==> src/rtl/cla_addsub_seq_if.sv <==
// Request/response bundle for the sequential carry-lookahead adder/subtractor.
interface cla_addsub_seq_if #(
    parameter int unsigned WIDTH = 16
);
    logic             start;
    logic [1:0]       mode;
    logic [WIDTH-1:0] a;
    logic [WIDTH-1:0] b;
    logic             cin;
    logic             busy;
    logic             done;
    logic [WIDTH-1:0] s;
    logic             cout;
    logic             ovf;
    logic             zero;

    modport master (
        output start, mode, a, b, cin,
        input  busy, done, s, cout, ovf, zero
    );

    modport slave (
        input  start, mode, a, b, cin,
        output busy, done, s, cout, ovf, zero
    );
endinterface

==> src/rtl/cla_addsub_seq.sv <==
// Multi-cycle carry-lookahead adder/subtractor: resolves one BLK-bit lookahead
// block per clock and carries the inter-block carry in a register.
// Modes: 00 ADD, 01 SUB, 10 ADC, 11 SBB. For SUB/SBB cout=1 means no borrow.
module cla_addsub_seq #(
    parameter int unsigned WIDTH = 16,
    parameter int unsigned BLK   = 4
) (
    input  logic            clk,
    input  logic            rst_n,
    cla_addsub_seq_if.slave bus
);
    localparam int unsigned NBLK = WIDTH / BLK;
    localparam int unsigned IW   = (NBLK > 1) ? $clog2(NBLK) : 1;
    localparam logic [IW-1:0] LAST_IDX = IW'(NBLK - 1);

    typedef enum logic [1:0] {
        S_IDLE = 2'd0,
        S_RUN  = 2'd1,
        S_DONE = 2'd2
    } state_t;

    state_t           state_q, state_d;
    logic [IW-1:0]    idx_q, idx_d;
    logic             creg_q, creg_d;
    logic             cmsb_q, cmsb_d;
    logic [WIDTH-1:0] a_q, a_d;
    logic [WIDTH-1:0] bx_q, bx_d;
    logic [WIDTH-1:0] s_q, s_d;
    logic             busy_q, busy_d;
    logic             done_q, done_d;
    logic             cout_q, cout_d;
    logic             ovf_q, ovf_d;
    logic             zero_q, zero_d;

    int unsigned      base;
    logic [BLK-1:0]   a_blk, b_blk, g, p, sum_blk;
    logic [BLK:0]     c_vec;
    logic             term, c_nxt;

    // Block lookahead: every carry is a flat sum of generate/propagate products.
    always_comb begin
        base    = 32'(idx_q) * BLK;
        a_blk   = a_q[base +: BLK];
        b_blk   = bx_q[base +: BLK];
        g       = a_blk & b_blk;
        p       = a_blk ^ b_blk;
        c_vec   = '0;
        term    = 1'b0;
        c_nxt   = 1'b0;
        c_vec[0] = creg_q;
        for (int i = 0; i < int'(BLK); i++) begin
            term = creg_q;
            for (int k = 0; k <= i; k++) begin
                term = term & p[k];
            end
            c_nxt = term;
            for (int j = 0; j <= i; j++) begin
                term = g[j];
                for (int k = j + 1; k <= i; k++) begin
                    term = term & p[k];
                end
                c_nxt = c_nxt | term;
            end
            c_vec[i+1] = c_nxt;
        end
        sum_blk = p ^ c_vec[BLK-1:0];
    end

    // Next-state, datapath and registered-output update.
    always_comb begin
        state_d = state_q;
        idx_d   = idx_q;
        creg_d  = creg_q;
        cmsb_d  = cmsb_q;
        a_d     = a_q;
        bx_d    = bx_q;
        s_d     = s_q;
        cout_d  = cout_q;
        ovf_d   = ovf_q;
        zero_d  = zero_q;
        done_d  = 1'b0;
        unique case (state_q)
            S_IDLE: begin
                if (bus.start) begin
                    a_d     = bus.a;
                    bx_d    = bus.mode[0] ? ~bus.b : bus.b;
                    creg_d  = bus.mode[1] ? bus.cin : bus.mode[0];
                    s_d     = '0;
                    idx_d   = '0;
                    state_d = S_RUN;
                end
            end
            S_RUN: begin
                s_d[base +: BLK] = sum_blk;
                creg_d           = c_vec[BLK];
                if (idx_q == LAST_IDX) begin
                    cmsb_d  = c_vec[BLK-1];
                    state_d = S_DONE;
                end else begin
                    idx_d = idx_q + IW'(1);
                end
            end
            S_DONE: begin
                done_d  = 1'b1;
                cout_d  = creg_q;
                ovf_d   = cmsb_q ^ creg_q;
                zero_d  = (s_q == '0);
                state_d = S_IDLE;
            end
            default: begin
                state_d = S_IDLE;
            end
        endcase
        busy_d = (state_d != S_IDLE);
    end

    // State and datapath registers; reset aborts any operation in flight.
    always_ff @(posedge clk or negedge rst_n) begin
        if (!rst_n) begin
            state_q <= S_IDLE;
            idx_q   <= '0;
            creg_q  <= 1'b0;
            cmsb_q  <= 1'b0;
            a_q     <= '0;
            bx_q    <= '0;
            s_q     <= '0;
            busy_q  <= 1'b0;
            done_q  <= 1'b0;
            cout_q  <= 1'b0;
            ovf_q   <= 1'b0;
            zero_q  <= 1'b0;
        end else begin
            state_q <= state_d;
            idx_q   <= idx_d;
            creg_q  <= creg_d;
            cmsb_q  <= cmsb_d;
            a_q     <= a_d;
            bx_q    <= bx_d;
            s_q     <= s_d;
            busy_q  <= busy_d;
            done_q  <= done_d;
            cout_q  <= cout_d;
            ovf_q   <= ovf_d;
            zero_q  <= zero_d;
        end
    end

    assign bus.busy = busy_q;
    assign bus.done = done_q;
    assign bus.s    = s_q;
    assign bus.cout = cout_q;
    assign bus.ovf  = ovf_q;
    assign bus.zero = zero_q;
endmodule

==> src/flat_wrapper.sv <==
// flat-port wrapper written by rule: the top's interface ports become plain ports
module cla_addsub_seq_flat 
#(
    parameter int unsigned WIDTH = 16,
    parameter int unsigned BLK   = 4
)
  (clk, rst_n, bus_start, bus_mode, bus_a, bus_b, bus_cin, bus_busy, bus_done, bus_s, bus_cout, bus_ovf, bus_zero);
  cla_addsub_seq_if #(.WIDTH(WIDTH)) bus_i ();
  input  logic clk;
  input  logic rst_n;
  input wire logic [$bits(bus_i.start)-1:0] bus_start;
  input wire logic [$bits(bus_i.mode)-1:0] bus_mode;
  input wire logic [$bits(bus_i.a)-1:0] bus_a;
  input wire logic [$bits(bus_i.b)-1:0] bus_b;
  input wire logic [$bits(bus_i.cin)-1:0] bus_cin;
  output wire logic [$bits(bus_i.busy)-1:0] bus_busy;
  output wire logic [$bits(bus_i.done)-1:0] bus_done;
  output wire logic [$bits(bus_i.s)-1:0] bus_s;
  output wire logic [$bits(bus_i.cout)-1:0] bus_cout;
  output wire logic [$bits(bus_i.ovf)-1:0] bus_ovf;
  output wire logic [$bits(bus_i.zero)-1:0] bus_zero;
  assign bus_i.start = bus_start;
  assign bus_i.mode = bus_mode;
  assign bus_i.a = bus_a;
  assign bus_i.b = bus_b;
  assign bus_i.cin = bus_cin;
  assign bus_busy = bus_i.busy;
  assign bus_done = bus_i.done;
  assign bus_s = bus_i.s;
  assign bus_cout = bus_i.cout;
  assign bus_ovf = bus_i.ovf;
  assign bus_zero = bus_i.zero;
  cla_addsub_seq #(.WIDTH(WIDTH), .BLK(BLK)) u_core (.clk(clk), .rst_n(rst_n), .bus(bus_i));
endmodule
==> config.mk <==
export PLATFORM = sky130hd
export DESIGN_NAME = cla_addsub_seq_flat
export DESIGN_NICKNAME = d
export VERILOG_FILES = /design/src/rtl/cla_addsub_seq_if.sv /design/src/rtl/cla_addsub_seq.sv /design/src/flat_wrapper.sv
export SDC_FILE = /design/constraint.sdc
export NUM_CORES = 1
export LEC_CHECK = 0
export ABC_AREA = 1
export BUFFER_PORTS_ARGS = -buffer_cell sky130_fd_sc_hd__buf_2
export CAP_MARGIN = 0
export CORE_MARGIN = 10
export CORE_UTILIZATION = 54
export DETAILED_ROUTE_END_ITERATION = 8
export PLACE_DENSITY = 0.8
export SLEW_MARGIN = 5
export SYNTH_ARGS = -nofsm -noshare
export SYNTH_HDL_FRONTEND = slang
export SYNTH_SLANG_ARGS = --single-unit
==> constraint.sdc <==
create_clock -name clk -period 2.6 [get_ports clk]
set_clock_uncertainty 0.1 [all_clocks]
set_input_delay 0.52 -clock clk [delete_from_list [all_inputs] [get_ports clk]]
set_output_delay 0.52 -clock clk [all_outputs]
set_load 0.1 [all_outputs]
==> flow_metrics.tcl <==
set metrics [dict create \
    clk_transition_reported_paths_ps 70 \
    nets 456 \
    min_period_over_period_pct 92.3 \
    io_buffers 58 \
    arrival_ps 2560 \
    crit_chain "clkinvlp_4, buf_4, o21ai_0, o22ai_1, ha_1, nand2_1, nand3_1, xnor2_1, nor2_1, nand2_1, o21ai_0" \
    max_freq_ghz 0.417 \
    finalSetupTns_ps 0 \
    cap_violations 0 \
    critPathTopFamily "compound AO/OA/AOI/OAI gates" \
    p_leak_nw 1.82 \
    tightest_slew_ps 629 \
    mostFrequentLayoutCells "nand2_1 (107), buf_2 (58), dfrtp_1 (58)" \
    place_hpwl_um 4960 \
    fin_area_mm2 0.00351 \
    grt_pass1_vias 2574 \
    grt_max_degree 47 \
    place_area_mm2 0.00326 \
    antenna_found_initial 0 \
    num_vias 2432 \
    cts_tree "yes" \
    avgRoutedWirePerCell_um 13.7 \
    diodes 0 \
    netlist_instances 340 \
    crit_type "reg2reg" \
    ctsRootBufferMaster "clkbuf_8" \
    mostFrequentLayoutCell "nand2_1" \
    die_w_um 93.3 \
    internal_power_w 0.00256 \
    ant_nets 0 \
    ys_seq_area_share_pct 50.9 \
    cts_buffers 9 \
    r2r_cells 11 \
    fin_crit_ps 2400 \
    relSlewSlack_pct 58.0 \
    start_util_pct 56.1 \
    die-area_mm2 0.00871 \
    ir_drop_uv 742 \
    p_per_area_mw_per_mm2 1450 \
    place_inst 460 \
    avgSynthCellArea_um2 8.54 \
    final_core_util_pct 67.9 \
    p_sw_share_pct 49.6 \
    grt_pass1_wl_um 11500 \
    vias_per_cell 5.04 \
    core-area_mm2 0.00517 \
    end_kind "register" \
    grt_overflow 0 \
    worst_setup_path_start_kind "register" \
    setup_ws_ps 201 \
    syn_to_final_growth_pct 21.1 \
    report.final.slew_viol_count 0 \
    hold_class "in2async" \
    rows 26 \
    io_pins 59 \
    worstPathMaxFanout 11 \
    cp_num_cells 11 \
    final_cells 483 \
    track_usage_pct 16.2 \
    p_seq_share_pct 30.0 \
    cts.sinks 59 \
    clock_path_buffers 2 \
    ys_types 25 \
    place_ws_ps 164 \
    finalSetupViolations 0 \
    hold_violations 0 \
    crit_slowest_cell "dfrtp_1" \
    p_switching_w 0.00252 \
    drc_errors 0 \
    layout-drive-gt1-share_pct 24.2 \
    drt_first_pass_iters 4 \
    ys_warn_count 0 \
    synth_nets 388 \
    synth_area_mm2 0.00290 \
    critical_path_required_ps 2760 \
    share_comb_of_total_power_pct 54.5 \
    clk_latency_ps 340 \
    gp_congestion 0.873 \
    die_h_um 93.3 \
    clkPwrFrac_pct 15.5 \
    synth_seq_cells 59 \
    rsz0062_at_grt "no" \
    status "finished, final reports clean" \
    drt_iter0_drc 103 \
    cp.buffers_inverters 2 \
    cts_max_level 3 \
    drt_wl_total_um 6630 \
    max_stage_delay_ps 410 \
]
==> synthesized netlist by cell type, drive strengths merged <==
master | instances | area [um2]
o21ai | 50 | 258
inv | 25 | 93.8
dfrtp | 59 | 1480
nor4 | 3 | 18.8
fa | 1 | 20.0
nand3 | 9 | 45.0
nor2 | 28 | 123
nor3 | 1 | 5.00
mux2 | 2 | 22.5
buf | 7 | 42.5
nand2 | 107 | 402
a21oi | 3 | 15.0
clkbuf | 5 | 22.5
ha | 9 | 113
o22ai | 8 | 50.1
xor2 | 2 | 17.5
xnor2 | 17 | 149
nand4 | 2 | 12.5
a32oi | 2 | 17.5
==> state kept, by name, summed over array words and instances, names as in the netlist <==
name and flops:
u_core.cmsb_q 1, u_core.bus.ovf 1, u_core.bus.busy 1, u_core.creg_q 1, u_core.a_q 16, u_core.bus.s 16
u_core.bx_q 16, u_core.idx_q 2, u_core.bus.zero 1, u_core.bus.done 1, u_core.state_q 2, u_core.bus.cout 1
==> stage by stage <==
step                hold WS, ps  total power (W)
floorplan                   124          0.00360
global placement            355          0.00411
detailed placement          357          0.00419
CTS                        88.0          0.00500
global route                127          0.00550
finish                     85.9          0.00508
==> layout make-up <==
type,instances,area [um2]
flip-flops and latches,59,1480
well taps,70,87.6
inverters,25,101
repair buffers,69,387
clock inverters,1,5.00
multi-input cells,244,1270
fillers,439,1660
clock buffers,15,186
==> what timing repair did <==
item	in CTS	in global routing
setup endpoints to repair	0	6
buffers inserted	0	7
resized for setup	0	5
hold buffers	0	0
==> power groups by stage <==
stage	sequential (W)	combinational, W	clock (W)
floorplan	0.00211	0.00150	0
global placement	0.00152	0.00259	0
detailed placement	0.00152	0.00266	0
CTS	0.00151	0.00268	0.000808
global route	0.00157	0.00310	0.000837
finish	0.00152	0.00277	0.000790
==> layer usage <==
layer	track usage [%]	vias to the layer above	routed length, um
li1	-	1240	-
met1	19.0	1097	2940
met2	25.8	78	3050
met3	5.12	17	451
met4	9.13	0	181
met5	0	-	0
==> kinds of logic (layout without fill, tap and decap cells) <==
kind of cell | Yosys count | count (layout) | share of synthesized area (%)
DFF | 59 | 59 | 50.9
adders and majority gates | 10 | 10 | 4.57
AOI/OAI and AO/OA | 63 | 63 | 11.7
muxes | 2 | 2 | 0.776
and+or+nand+nor | 150 | 150 | 20.9
buffers and inverters | 37 | 110 | 5.47
xor gates and xnor gates | 19 | 19 | 5.73
==> final timing paths <==
path                                    end              start  slack (ps)
max                         u_core.bus.s[6]    u_core.idx_q[0]         200
min                        u_core.bus.s[10]              rst_n          90
max reg2reg                 u_core.bus.s[6]    u_core.idx_q[0]         200
min reg2reg                 u_core.bus.done  u_core.state_q[0]         370
max in group asynchronous   u_core.idx_q[1]              rst_n        1720
min in group clk              u_core.a_q[7]           bus_a[7]         280
(Power assumes the default switching activity.)
